--- src/rtl/mem_arbiter_if.sv ---
// Unified memory bus between the arbiter and the memory.
//   m_req   : request, held until m_ack
//   m_we    : 1 = write, 0 = read
//   m_addr  : word-aligned byte address
//   m_mask  : byte enables (all ones for reads)
//   m_wdata : write data
//   m_ack   : one-cycle completion strobe
//   m_rdata : read data, valid in the m_ack cycle
// The arbiter uses the master modport; the memory uses the slave modport.
interface mem_arbiter_if;
  logic        m_req;
  logic        m_we;
  logic [31:0] m_addr;
  logic [3:0]  m_mask;
  logic [31:0] m_wdata;
  logic        m_ack;
  logic [31:0] m_rdata;

  modport master (
    output m_req, m_we, m_addr, m_mask, m_wdata,
    input  m_ack, m_rdata
  );

  modport slave (
    input  m_req, m_we, m_addr, m_mask, m_wdata,
    output m_ack, m_rdata
  );
endinterface

--- src/rtl/mem_arbiter.sv ---
// Two-port to one-port memory arbiter: an instruction fetch port and a data
// load/store port share a single memory bus, one transaction at a time.
// Data normally wins contention; after STARVE_LIMIT consecutive data grants
// taken while a fetch was waiting, the fetch is granted.
//   clk, reset              : clock, synchronous active-high reset
//   i_req/i_addr            : fetch request (level) and byte address
//   i_valid/i_rdata         : one-cycle fetch completion and registered word
//   d_rd/d_wr/d_addr/d_mask/d_wdata : load/store request (level) and payload
//   d_valid/d_rdata         : one-cycle data completion and registered load word
//   mem                     : unified memory bus (master side)
//   busy                    : high whenever the FSM is not in IDLE
module mem_arbiter #(
  parameter int STARVE_LIMIT = 4
) (
  input  logic                 clk,
  input  logic                 reset,
  input  logic                 i_req,
  input  logic [31:0]          i_addr,
  output logic                 i_valid,
  output logic [31:0]          i_rdata,
  input  logic                 d_rd,
  input  logic                 d_wr,
  input  logic [31:0]          d_addr,
  input  logic [3:0]           d_mask,
  input  logic [31:0]          d_wdata,
  output logic                 d_valid,
  output logic [31:0]          d_rdata,
  mem_arbiter_if.master        mem,
  output logic                 busy
);

  localparam int            CW    = $clog2(STARVE_LIMIT + 1);
  localparam logic [CW-1:0] LIMIT = CW'(STARVE_LIMIT);

  typedef enum logic [1:0] {IDLE, BUSY_I, BUSY_D, RESP} state_t;

  state_t        state_q, state_d;
  logic [CW-1:0] starve_cnt;
  logic          resp_is_i;   // which requester the RESP cycle answers
  logic          grant_i, grant_d;

  logic          m_req_q, m_we_q;
  logic [31:0]   m_addr_q, m_wdata_q;
  logic [3:0]    m_mask_q;

  // Byte-offset bits are dropped: the memory only sees word addresses.
  logic          unused_addr_bits;
  assign unused_addr_bits = ^{i_addr[1:0], d_addr[1:0]};

  assign mem.m_req   = m_req_q;
  assign mem.m_we    = m_we_q;
  assign mem.m_addr  = m_addr_q;
  assign mem.m_mask  = m_mask_q;
  assign mem.m_wdata = m_wdata_q;

  // Grant decision, only meaningful in IDLE.
  always_comb begin
    // NOTE: every combinational output gets a default first so no path
    // leaves it unassigned, which would otherwise infer a latch.
    grant_d = 1'b0;
    grant_i = 1'b0;
    if (state_q == IDLE) begin
      grant_d = (d_rd | d_wr) && (!i_req || (starve_cnt < LIMIT));
      grant_i = i_req && !grant_d;
    end
  end

  // State register.
  always_ff @(posedge clk) begin
    // NOTE: sequential state uses non-blocking assignments so every flop
    // samples pre-edge values regardless of statement order.
    if (reset) state_q <= IDLE;
    else       state_q <= state_d;
  end

  // Next-state logic.
  always_comb begin
    state_d = state_q;
    case (state_q)
      IDLE: begin
        if      (grant_i) state_d = BUSY_I;
        else if (grant_d) state_d = BUSY_D;
      end
      BUSY_I, BUSY_D: if (mem.m_ack) state_d = RESP;
      RESP:           state_d = IDLE;
      default:        state_d = IDLE;
    endcase
  end

  // Output decode: completion pulses come straight from the RESP state.
  always_comb begin
    busy    = (state_q != IDLE);
    i_valid = 1'b0;
    d_valid = 1'b0;
    if (state_q == RESP) begin
      i_valid = resp_is_i;
      d_valid = !resp_is_i;
    end
  end

  // Bus request registers, starvation counter and read-data capture.
  always_ff @(posedge clk) begin
    if (reset) begin
      m_req_q    <= 1'b0;
      m_we_q     <= 1'b0;
      m_addr_q   <= '0;
      m_mask_q   <= '0;
      m_wdata_q  <= '0;
      starve_cnt <= '0;
      resp_is_i  <= 1'b0;
      i_rdata    <= '0;
      d_rdata    <= '0;
    end else begin
      if (grant_i) begin
        m_req_q    <= 1'b1;
        m_we_q     <= 1'b0;
        m_addr_q   <= {i_addr[31:2], 2'b00};
        m_mask_q   <= 4'b1111;
        resp_is_i  <= 1'b1;
        starve_cnt <= '0;
      end else if (grant_d) begin
        // A simultaneous d_rd is ignored: d_wr makes it a store.
        m_req_q    <= 1'b1;
        m_we_q     <= d_wr;
        m_addr_q   <= {d_addr[31:2], 2'b00};
        m_mask_q   <= d_wr ? d_mask : 4'b1111;
        m_wdata_q  <= d_wdata;
        resp_is_i  <= 1'b0;
        if (i_req && (starve_cnt != LIMIT)) starve_cnt <= starve_cnt + 1'b1;
      end

      // m_ack outside BUSY_x is ignored.
      if (mem.m_ack && (state_q == BUSY_I || state_q == BUSY_D)) begin
        m_req_q <= 1'b0;
        if (state_q == BUSY_I) i_rdata <= mem.m_rdata;
        else if (!m_we_q)      d_rdata <= mem.m_rdata;
      end
    end
  end

endmodule

--- src/flat_wrapper.sv ---
// flat-port wrapper written by rule: the top's interface ports become plain ports
module mem_arbiter_flat 
#(
  parameter int STARVE_LIMIT = 4
)
  (clk, reset, i_req, i_addr, i_valid, i_rdata, d_rd, d_wr, d_addr, d_mask, d_wdata, d_valid, d_rdata, busy, mem_m_req, mem_m_we, mem_m_addr, mem_m_mask, mem_m_wdata, mem_m_ack, mem_m_rdata);
  mem_arbiter_if mem_i ();
  input  logic clk;
  input  logic reset;
  input  logic i_req;
  input  logic [31:0] i_addr;
  output logic i_valid;
  output logic [31:0] i_rdata;
  input  logic d_rd;
  input  logic d_wr;
  input  logic [31:0] d_addr;
  input  logic [3:0] d_mask;
  input  logic [31:0] d_wdata;
  output logic d_valid;
  output logic [31:0] d_rdata;
  output logic busy;
  output wire logic [$bits(mem_i.m_req)-1:0] mem_m_req;
  output wire logic [$bits(mem_i.m_we)-1:0] mem_m_we;
  output wire logic [$bits(mem_i.m_addr)-1:0] mem_m_addr;
  output wire logic [$bits(mem_i.m_mask)-1:0] mem_m_mask;
  output wire logic [$bits(mem_i.m_wdata)-1:0] mem_m_wdata;
  input wire logic [$bits(mem_i.m_ack)-1:0] mem_m_ack;
  input wire logic [$bits(mem_i.m_rdata)-1:0] mem_m_rdata;
  assign mem_m_req = mem_i.m_req;
  assign mem_m_we = mem_i.m_we;
  assign mem_m_addr = mem_i.m_addr;
  assign mem_m_mask = mem_i.m_mask;
  assign mem_m_wdata = mem_i.m_wdata;
  assign mem_i.m_ack = mem_m_ack;
  assign mem_i.m_rdata = mem_m_rdata;
  mem_arbiter #(.STARVE_LIMIT(STARVE_LIMIT)) u_core (.clk(clk), .reset(reset), .i_req(i_req), .i_addr(i_addr), .i_valid(i_valid), .i_rdata(i_rdata), .d_rd(d_rd), .d_wr(d_wr), .d_addr(d_addr), .d_mask(d_mask), .d_wdata(d_wdata), .d_valid(d_valid), .d_rdata(d_rdata), .mem(mem_i), .busy(busy));
endmodule
--- config.mk ---
export PLATFORM = sky130hd
export DESIGN_NAME = mem_arbiter_flat
export DESIGN_NICKNAME = d
export VERILOG_FILES = /design/src/rtl/mem_arbiter_if.sv /design/src/rtl/mem_arbiter.sv /design/src/flat_wrapper.sv
export SDC_FILE = /design/constraint.sdc
export NUM_CORES = 1
export LEC_CHECK = 0
export ABC_CLOCK_PERIOD_IN_PS = 1700
export BUFFER_PORTS_ARGS = -buffer_cell sky130_fd_sc_hd__buf_2
export CAP_MARGIN = 20
export CORE_MARGIN = 1.5
export CORE_UTILIZATION = 41
export DETAILED_ROUTE_END_ITERATION = 10
export GPL_ROUTABILITY_DRIVEN = 1
export GPL_TIMING_DRIVEN = 0
export HOLD_SLACK_MARGIN = 0.05
export PLACE_DENSITY = 0.87
export SLEW_MARGIN = 20
export SYNTH_ARGS = -nofsm -noshare
export SYNTH_HDL_FRONTEND = slang
export SYNTH_SLANG_ARGS = --single-unit
--- constraint.sdc ---
create_clock -name clk -period 1.7 [get_ports clk]
set_input_delay 0.34 -clock clk [delete_from_list [all_inputs] [get_ports clk]]
set_output_delay 0.34 -clock clk [all_outputs]
set_load 0.05 [all_outputs]
==> key figures, run 1 <==
STA
  – Worst-Margin Slew: 0.6572 ns
  – Unrepaired setup endpoints after global routing: yes
  – Final min period: 1.646 ns
  – # setup viols final: 0
  – Clk_skew: about 0.0095 ns
  – Final hold vios: 0
  – Period utilization: 0.9681
  – Max-slew violation count: 0
  – FMAX: slightly above 0.6 GHz
  – Slew headroom: 0.5619

Clock tree
  – Total clock sinks: 138
  – Count of hold buffers inserted by post-cts repair: 0
  – Clk_lat worst skew: 0.42 ns
  – CTS Root Cell: clkbuf_16
  – CTS tree: yes
  – Clk slew on worst S/H paths: around 0.060 ns
  – CTS Buffer Depth: 2
  – # H-tree levels: 4
  – Num CTS Buffers: 17

Job
  – Max-cap viol count: 0

Die
  – Starting Density: 0.4229
  – Core Rows: 41
  – Core area: 12,670 um^2
  – Die Y: between 100 and 150 um
  – Num ports: between 200 and 300
  – Horiz. Die Dim: 117.3 um
  – Die ar.: 13,770 um^2

Detailed routing
  – DR vias/cell: about 5.3
  – Drt drc: 0
  – Iter 0 DRT Violations: 479
  – Antenna Nets Post-Route: 0
  – Via count: 5,930
  – Average wire per standard cell: 15.65 um
  – Routed WL: 17,420 um
  – Detailed Routing Iterations Pass 1: 5

Power and ir drop
  – Leak pwr: 3.424 nW
  – PnR Total Power: 14.38 mW
  – Max VDD drop: approximately 0.00097 V
  – Pwr dens: 1892 nW/um^2

Min path
  – Hold path start: mem_m_rdata[11]
  – Worst min-delay path class: input port to flop

Critical path
  – CP Buf/Inv Count: 3
  – Critical path fanouts, max: 11
  – CP most frequent cell: inv_1
  – Cell family with most CP delay: buffers and inverters
  – Worst Path Arrival: 1.31 ns
  – Worst r2r src: u_core.state_q[1]
  – Setup crit end kind: output port
  – Critical path's slowest cell: dfxtp_1
  – Crit path cell chain: inv_1 -> ha_4 -> inv_1 -> buf_6
  – Critical path's largest stage delay: 0.31 ns
  – Data required time of the critical path: 1.36 ns
  – Crit Path Class: flop to output port
  – Crit path launch type: flop
  – Setup crit start: u_core.state_q[1]

Outcome
  – Status: complete, no violations

Finish
  – # fillers: 1,133
  – Syn-to-layout area delta: 41.84%
  – Nets: around 1,100
  – Design Area, Final: 7601 um^2
  – Diode count: 0
  – Share of cells above drive strength 1: 0.3836

Global routing
  – Initial antenna violation count: 0
  – Number of global-route vias before repair: 5,661
  – Gr ovfl total: 0
  – Pin count of the biggest net entering global routing: 17
  – Tot GR Track Use: 0.2462
  – First-pass GRT wire length: 27,500 um

Place
  – GP Congestion: 0.8715
  – IO Port Bufs: around 270
  – HPWL Detailed: 12,830 um
  – Placed cell area: 6904 um^2

Yosys
  – FF+latch count, synth: ~140
  – Avg Cell Area, Syn: 8.347 um^2
  – Cells after Synth: 642
  – Ys flop type: dfxtp_1
  – Post-Synthesis Cell Area: 5359 um^2
  – Register area share after synthesis: 0.5155
  – Async SR Flop Fraction: 0
  – Unique masters post-synth: 38
  – Yosys warning total: 0
  – Post-synth EDFFs: 0
[registers in the layout (all words and copies together), names as in the netlist]
register and count:
u_core.d_rdata 32, u_core.i_rdata 32, u_core.mem.m_wdata 32, u_core.mem.m_addr 30
u_core.mem.m_mask 4, u_core.starve_cnt 3, u_core.state_q 2, u_core.mem.m_req 1
u_core.mem.m_we 1, u_core.resp_is_i 1
[placed cells by master (no fill, tap or decap), types with 2 or more instances in the layout]
| cell | count |
|---|---|
| buf_4 | 10 |
| clkbuf_2 | 9 |
| clkbuf_4 | 5 |
| clkbuf_1 | 16 |
| buf_6 | 4 |
| and2_1 | 2 |
| a32oi_1 | 31 |
| buf_2 | 285 |
| conb_1 | 2 |
| dfxtp_1 | 137 |
| a21oi_1 | 131 |
| nand2_1 | 132 |
| bufinv_16 | 2 |
| clkinvlp_4 | 3 |
| nor2_1 | 3 |
| o221a_2 | 4 |
| clkbuf_16 | 17 |
| ha_1 | 5 |
| nand2b_1 | 2 |
| inv_1 | 6 |
| clkinv_2 | 3 |
| o21ai_0 | 34 |
| inv_6 | 4 |
| nand3_1 | 65 |
| o21ai_1 | 3 |
[kinds of logic after synthesis]
group	synth area share
DFF	0.5155
AOI/OAI and AO/OA	0.2365
adders and majority gates	0.01401
other	0.0006998
and+or+nand+nor	0.1714
muxes	0.001868
buffers and inverters	0.06000
[what timing repair did]
item | 4_1_cts | 5_1_grt
resized for setup | 18 | 28
setup endpoints to repair | 116 | 110
gates cloned | 0 | 1
setup buffers | 0 | 3
[where the power goes]
group	internal (mW)	leakage [nW]	switching, mW
sequential	3.91	1.13	0.334
clock	2.21	0.281	1.43
combinational	1.88	2.01	4.62
total	8.00	3.42	6.39
[final timing paths]
path | endpoint | slack (ns) | cells after the start
worst min register to register | u_core.d_rdata[3] | 0.45 | 2
worst max register to register | u_core.mem.m_addr[17] | 0.10 | 6
worst min-delay path | u_core.d_rdata[11] | 0.17 | 3
worst max-delay path | busy | 0.05 | 4
[metrics by stage]
stage / hold slack (ns) / setup slack [ns] / setup TNS [ns] / std cells / util
floorplan: 0.4391 / 0.08021 / 0 / 643 / -
global placement: 0.4396 / -0.2496 / -12.06 / 1080 / 0.5449
detailed placement: 0.4441 / -0.3305 / -16.21 / 1080 / 0.5449
CTS: 0.1529 / 0.01728 / 0 / 1110 / 0.5943
global route: 0.1623 / -0.01392 / -0.02628 / 1113 / 0.5999
finish: 0.1696 / 0.05423 / 0 / 1113 / 0.5999
[layout make-up]
type,instances,area [um^2],area share
Sequential cell,138,2764,0.3636
Multi-Input combinational cell,436,2315,0.3045
Timing Repair Buffer,268,1371,0.1804
Clock buffer,19,442.9,0.05827
Buffer,61,329.1,0.04329
Tap cell,172,215.2,0.02831
Clock inverter,13,141.4,0.01860
Inverter,6,22.52,0.002963
[worst min-delay path: stages]
cell and delay (ns):
buf_2 0.10, nand2_1 0.05, a21oi_1 0.05
[metal layers]
layer	track usage	vias to the layer above	wire, um
met1	0.2930	2765	7126
met4	0.1088	0	392
met3	0.05739	34	1347
li1	-	2831	-
met2	0.4224	300	8557
met5	0	-	0
[Yosys cell counts (2+ instances only)]
| master | number | area, um^2 |
|---|---|---|
| dfxtp_1 | 138 | 2763 |
| nand2_1 | 132 | 495.5 |
| a21oi_1 | 131 | 655.6 |
| nand3_1 | 65 | 325.3 |
| o21ai_0 | 37 | 185.2 |
| buf_2 | 32 | 160.2 |
| a32oi_1 | 31 | 271.5 |
| clkbuf_1 | 26 | 97.59 |
| ha_1 | 6 | 75.07 |
| inv_1 | 6 | 22.52 |
| o221a_2 | 4 | 45.04 |
| clkbuf_2 | 3 | 15.01 |
| nor2_1 | 3 | 11.26 |
| and2_1 | 2 | 12.51 |
| buf_4 | 2 | 15.01 |
| nand2b_1 | 2 | 12.51 |
(Power assumes the default switching activity.)
==> inputs of run 2 (changes only) <==
--- a/config.mk
+++ b/config.mk
@@ -12,7 +12,6 @@
 export CORE_UTILIZATION = 41
 export DETAILED_ROUTE_END_ITERATION = 10
 export GPL_ROUTABILITY_DRIVEN = 1
-export GPL_TIMING_DRIVEN = 0
 export HOLD_SLACK_MARGIN = 0.05
 export PLACE_DENSITY = 0.87
 export SLEW_MARGIN = 20
==> constraint.sdc (replaced) <==
create_clock -name clk -period 1.7 [get_ports clk]
set_input_delay 0.17 -clock clk [delete_from_list [all_inputs] [get_ports clk]]
set_output_delay 0.17 -clock clk [all_outputs]
set_load 0.05 [all_outputs]
==> run 2 against run 1 <==
Net effect: clock skew fell by 0.0028 ns; critical endpoint is now u_core.mem.m_addr[11]; hold slack got worse by 0.11 ns; sequential power barely moved; total power rose by 2.0%; largest power group unchanged; flip-flop and latch count did not move; sequential share of layout area fell by 4.0 points.
==> key figures, run 2 (synthesized netlist as in run 1, its figures left out) <==
Global routing
  – Pin count of the biggest net entering global routing: 64 (+47)
  – Tot GR Track Use: 0.2809 (+0.03469)
  – Initial antenna violation count: 1 (+1)
  – First-pass GRT wire length: 31,260 um (+14%)
  – Number of global-route vias before repair: 6,399 (+13%)
  – Gr ovfl total: 0 (unchanged)

Die
  – Core area: 12,670 um^2 (unchanged)
  – Num ports: 275 (unchanged)
  – Die Y: 117.3 um (unchanged)
  – Core Rows: 41 (unchanged)
  – Die ar.: 13,770 um^2 (unchanged)
  – Starting Density: 0.4229 (unchanged)
  – Horiz. Die Dim: 117.3 um (unchanged)

STA
  – Hold slack: 0.06265 ns (-0.1070 ns)
  – # setup viols final: 0 (unchanged)
  – Slew headroom: 0.5845 (+0.02257)
  – FMAX: 0.5968 GHz (-1.8%)
  – Final hold vios: 0 (unchanged)
  – Period utilization: 0.9857 (+0.01759)
  – Max-slew violation count: 0 (unchanged)
  – Worst-Margin Slew: 0.6233 ns (-0.03386 ns)
  – Clk_skew: 0.006627 ns (-0.002832 ns)
  – Final min period: 1.676 ns (+0.02990 ns)
  – Final WS setup: 0.02433 ns (-0.02990 ns)

Critical path
  – Critical path fanouts, max: 16 (+5)
  – Data required time of the critical path: 2.03 ns (+0.67 ns)
  – Crit path cell chain: inv_1 -> ha_4 -> a21boi_4 -> buf_12 -> a32oi_1 -> a21oi_2
  – Setup crit end kind: flop
  – Critical path's largest stage delay: 0.33 ns (+0.02 ns)
  – Critical path's slowest cell: a21boi_4
  – Crit Path Class: flop to flop
  – Crit path launch type: flop
  – Worst Path Arrival: 2.01 ns (+0.70 ns)

Detailed routing
  – Detailed Routing Iterations Pass 1: 5 (unchanged)
  – Via count: 6,420 (+8.3%)
  – Antenna Nets Post-Route: 0 (unchanged)
  – Drt drc: 0 (unchanged)
  – Routed WL: 20,490 um (+18%)
  – DR vias/cell: 5.478 (+2.8%)
  – Average wire per standard cell: 17.49 um (+12%)
  – Iter 0 DRT Violations: 524 (+9.4%)

Clock tree
  – CTS Root Cell: clkbuf_16
  – Num CTS Buffers: 17 (unchanged)
  – CTS Buffer Depth: 2 (unchanged)
  – Clk slew on worst S/H paths: 0.06 ns (about the same)
  – CTS tree: yes
  – # H-tree levels: 4 (unchanged)
  – Total clock sinks: 138 (unchanged)
  – Clk_lat worst skew: 0.41 ns (about the same)

Finish
  – Register area: 2763 um^2 (about the same)
  – Most frequent cells in the layout: buf_2, dfxtp_1, nand2_1, a21oi_1, dlygate4sd3_1
  – # fillers: 970 (-14%)
  – Multi-input gate area: 2328 um^2 (+0.59%)
  – Share of cells above drive strength 1: 0.3373 (-0.04630)
  – Nets: 1,131 (+5.5%)
  – Commonest non-fill, non-tap cell in the layout: buf_2
  – Syn-to-layout area delta: 59.21%
  – Final Non-Filler Cells: 1,172 (+5.3%)
  – Design Area, Final: 8532 um^2 (+12%)

Place
  – Placed cell area: 6895 um^2 (-0.13%)
  – IO Port Bufs: 268 (+1.1%)
  – Dpl ws: 0.02947 ns (+0.3599 ns)
  – GP Congestion: 0.8389 (-3.7%)
  – Placed cells: 1,038 (-3.9%)
  – HPWL Detailed: 11,040 um (-14%)

Min path
  – Worst min-delay path class: input port to flop

Outcome
  – Status: complete, no violations

Job
  – Max-cap viol count: 0 (unchanged)

Power and ir drop
  – Leak pwr: 3.763 nW (+9.9%)
  – PnR Total Power: 14.66 mW (+2.0%)
  – Max VDD drop: 0.0007323 V (-24%)
  – Pwr dens: 1719 nW/um^2 (-9.2%)
-- run 2: cell type report --
type                    instances  share of cell area
clock inverters                11             0.01159
flip-flops and latches        138              0.3238
diodes                          1           0.0002933
clock buffers                  20             0.05353
multi-input cells             435              0.2729
inverters                       6            0.002640
repair buffers                389              0.3100
well taps                     172             0.02522
-- run 2: metal layers --
layer | GRT usage | part of all wire
met1 | 0.2845 | 0.35
met4 | 0.1929 | 0.059
met3 | 0.08609 | 0.081
met5 | 0 | 0
met2 | 0.4938 | 0.51
-- run 2: report_power, final --
part / switching [mW] / internal, mW / total (mW)
Sequential: 0.346 / 3.91 / 4.26
Clock: 1.40 / 2.07 / 3.48
Combinational: 4.81 / 2.12 / 6.93
-- run 2: stage by stage --
stage               utilization  setup TNS (ns)
floorplan                     -               0
global placement         0.5442               0
detailed placement       0.5442               0
CTS                      0.6677               0
global route             0.6733        -0.02530
finish                   0.6733               0
-- run 2: worst max-delay path: cells and delay by family, from the launching register on --
family | cells | cell delay, ns
compound gates | 3 | 0.76
flops | 1 | 0.31
buf+inv | 2 | 0.31
fa+ha+maj | 1 | 0.20
-- run 2: timing repair --
item,in CTS,in global routing
hold buffers,100,1
endpoints found under the hold margin,129,1
gates resized for setup,2,8
buffers inserted,0,0
setup endpoints to repair,2,34
cloned,0,1
-- run 2: path summary, 6_finish.rpt --
check | from | to | slack, ns | cells past startpoint
setup / recovery | u_core.state_q[0] | u_core.mem.m_addr[11] | 0.02 | 6
hold / removal | d_wdata[15] | u_core.mem.m_wdata[15] | 0.06 | 3
setup reg to reg | u_core.state_q[0] | u_core.mem.m_addr[11] | 0.02 | 6
hold reg to reg | u_core.d_rdata[10] | u_core.d_rdata[10] | 0.45 | 2
==> inputs of run 3 (changes only) <==
--- a/config.mk
+++ b/config.mk
@@ -14,6 +14,8 @@
 export GPL_ROUTABILITY_DRIVEN = 1
 export HOLD_SLACK_MARGIN = 0.05
 export PLACE_DENSITY = 0.87
+export REMOVE_ABC_BUFFERS = 1
+export SETUP_SLACK_MARGIN = 0.2
 export SLEW_MARGIN = 20
 export SYNTH_ARGS = -nofsm -noshare
 export SYNTH_HDL_FRONTEND = slang
==> run 3 against run 2 <==
Net effect: utilization grew 6.4 points; first-iteration DRC count grew 31%; combinational power grew 24%; clock skew grew 0.0062 ns; clock-buffer cell count shrank 2; routed wire length grew 18%; critical path type unchanged; final area grew 9.4%; critical path depth grew 2; hold slack gained 0.0035 ns; clock power grew 10%; largest cell class is now buffers; global-route usage grew 2.1 points; final cell count grew 2.5%.
==> key figures, run 3 (synthesized netlist as in run 1, its figures left out) <==
Finish
  – Nets: 1,158 (+2.4%)
  – Most frequent cells in the layout: buf_2, dfxtp_1, nand2_1, a21oi_1, dlygate4sd3_1
  – Share of cells above drive strength 1: 0.4021 (+0.06480)
  – Final Non-Filler Cells: 1,201 (+2.5%)
  – Commonest non-fill, non-tap cell in the layout: buf_2
  – Register area: 2765 um^2 (about the same)
  – Syn-to-layout area delta: 74.25%
  – # fillers: 829 (-15%)
  – Multi-input gate area: 2643 um^2 (+13%)

Critical path
  – Worst Path Arrival: 1.99 ns (-0.02 ns)
  – Crit path cell chain: inv_2 -> buf_6 -> ha_4 -> and4bb_4 -> buf_12 -> buf_16 -> nand2_4 -> a21oi_2
  – Data required time of the critical path: 2.05 ns (+0.02 ns)
  – R2r worst-path depth: 8 (+2)
  – Crit path launch type: flop
  – Critical path fanouts, max: 8 (-8)
  – Setup crit end kind: flop
  – Crit Path Class: flop to flop
  – Critical path's largest stage delay: 0.41 ns (+0.08 ns)
  – Critical path's slowest cell: and4bb_4

Clock tree
  – CTS tree: yes
  – Num CTS Buffers: 17 (unchanged)
  – # H-tree levels: 4 (unchanged)
  – CTS Buffer Depth: 2 (unchanged)
  – CTS Root Cell: clkbuf_16
  – Clk_lat worst skew: 0.43 ns (+0.02 ns)
  – Total clock sinks: 138 (unchanged)
  – Clk slew on worst S/H paths: 0.06 ns (about the same)

Power and ir drop
  – Sw frac: 0.4450 (-0.002224)
  – Pwr dens: 1794 nW/um^2 (+4.4%)
  – Internal Pwr Total: 9.296 mW (+15%)
  – Max VDD drop: 0.001028 V (+40%)
  – Comb power frac: 0.513 (+0.041)
  – Clock Power Share: 0.229 (-0.008)
  – Reg power frac: 0.257 (-0.033)
  – Leak pwr: 4.090 nW (+8.7%)
  – Psw: 7.454 mW (+14%)

STA
  – Final hold vios: 0 (unchanged)
  – Clk_skew: 0.01282 ns (+0.006197 ns)
  – Period utilization: 0.9664 (-0.01925)
  – Final WS setup: 0.05706 ns (+0.03272 ns)
  – Unrepaired setup endpoints after global routing: yes
  – Setup_tns: 0 ns (unchanged)
  – # setup viols final: 0 (unchanged)
  – Final min period: 1.643 ns (-0.03272 ns)
  – FMAX: 0.6087 GHz (+2.0%)
  – Max-slew violation count: 0 (unchanged)

Die
  – Starting Density: 0.4229 (unchanged)
  – Core Rows: 41 (unchanged)
  – Die ar.: 13,770 um^2 (unchanged)
  – Num ports: 275 (unchanged)
  – Die Y: 117.3 um (unchanged)
  – Horiz. Die Dim: 117.3 um (unchanged)
  – Core area: 12,670 um^2 (unchanged)

Detailed routing
  – Antenna Nets Post-Route: 0 (unchanged)
  – Detailed Routing Iterations Pass 1: 5 (unchanged)
  – Average wire per standard cell: 20.15 um (+15%)
  – Routed WL: 24,200 um (+18%)
  – Via count: 6,818 (+6.2%)
  – DR vias/cell: 5.677 (+3.6%)
  – Iter 0 DRT Violations: 686 (+31%)
  – Drt drc: 0 (unchanged)

Global routing
  – Pin count of the biggest net entering global routing: 63 (-1.6%)
  – Tot GR Track Use: 0.3018 (+0.02092)
  – Gr ovfl total: 0 (unchanged)
  – Initial antenna violation count: 2 (+1)
  – First-pass GRT wire length: 33,060 um (+5.8%)
  – Number of global-route vias before repair: 6,393 (-0.094%)

Place
  – GP Congestion: 0.8462 (+0.87%)
  – IO Port Bufs: 268 (unchanged)
  – Dpl ws: 0.04056 ns (+0.01109 ns)
  – Placed cells: 1,038 (unchanged)
  – HPWL Detailed: 10,860 um (-1.7%)

Min path
  – Worst min-delay path class: input port to flop
  – Min-Delay Path Depth: 3 (unchanged)

Job
  – Max-cap viol count: 0 (unchanged)

Outcome
  – Status: complete, no violations
[run 3: changes by cell type in the layout (fill, tap and decap cells not counted), sizes merged]
cell / delta
clkinvlp: -1
clkbuf: +2
buf: +15
inv: +2
bufinv: +2
dlygate4sd3: +8
diode: +1
[run 3: power by group through the flow]
stage                     Combinational [mW]  Clock, mW  Sequential, mW
after floorplan                         2.10          0            6.46
after global placement                  6.15          0            4.25
after detailed placement                6.20          0            4.27
after CTS                               7.08       3.82            4.22
after global routing                    8.89       3.99            4.36
final                                   8.60       3.84            4.31
[run 3: critical path: cells and delay by family, from the launching register on]
kind            cells  cell delay [ns]
compound gates      1             0.17
flops               1             0.34
buf+inv             4             0.44
fa+ha+maj           1             0.15
simple gates        2             0.46
[run 3: repair_timing]
action,CTS,global route
setup endpoints to repair,105,125
gates cloned,3,9
setup buffers,7,1
pin swaps,11,36
resized for setup,36,60
endpoints found under the hold margin,131,0
hold buffers,109,0
[run 3: per-stage QoR]
step | power [mW] | utilization | hold slack (ns) | area (um^2)
after floorplan | 8.561 | - | 0.2324 | 5064
after global placement | 10.39 | 0.5432 | 0.4219 | 6883
after CTS | 15.12 | 0.6990 | 0.05192 | 8857
final | 16.75 | 0.7369 | 0.06617 | 9338
after detailed placement | 10.47 | 0.5432 | 0.4276 | 6883
after global routing | 17.25 | 0.7369 | 0.08171 | 9338
[run 3: layer usage]
| layer | vias up | global-route usage | share of wire | routed length, um |
|---|---|---|---|---|
| li1 | 3002 | - | - | - |
| met1 | 3203 | 0.3224 | 0.35 | 8538 |
| met2 | 461 | 0.5313 | 0.51 | 12310 |
| met3 | 152 | 0.06469 | 0.077 | 1867 |
| met4 | 0 | 0.2076 | 0.061 | 1487 |
| met5 | - | 0 | 0 | 0 |
[run 3: final timing paths]
path,slack (ns),from,end
setup / recovery,0.06,u_core.state_q[1],u_core.d_rdata[27]
hold / removal,0.07,d_addr[5],u_core.mem.m_addr[5]
setup reg to reg,0.06,u_core.state_q[1],u_core.d_rdata[27]
hold reg to reg,0.45,u_core.i_rdata[12],u_core.i_rdata[12]
[run 3: cell type report]
cell class / count / share of cell area
multi-input combinational: 435 / 0.2830
sequential: 138 / 0.2961
inverter: 6 / 0.002680
clock inverter: 14 / 0.01809
clock buffer: 18 / 0.04703
timing repair buffer: 416 / 0.3295
tap: 172 / 0.02305
antenna: 2 / 0.0005360
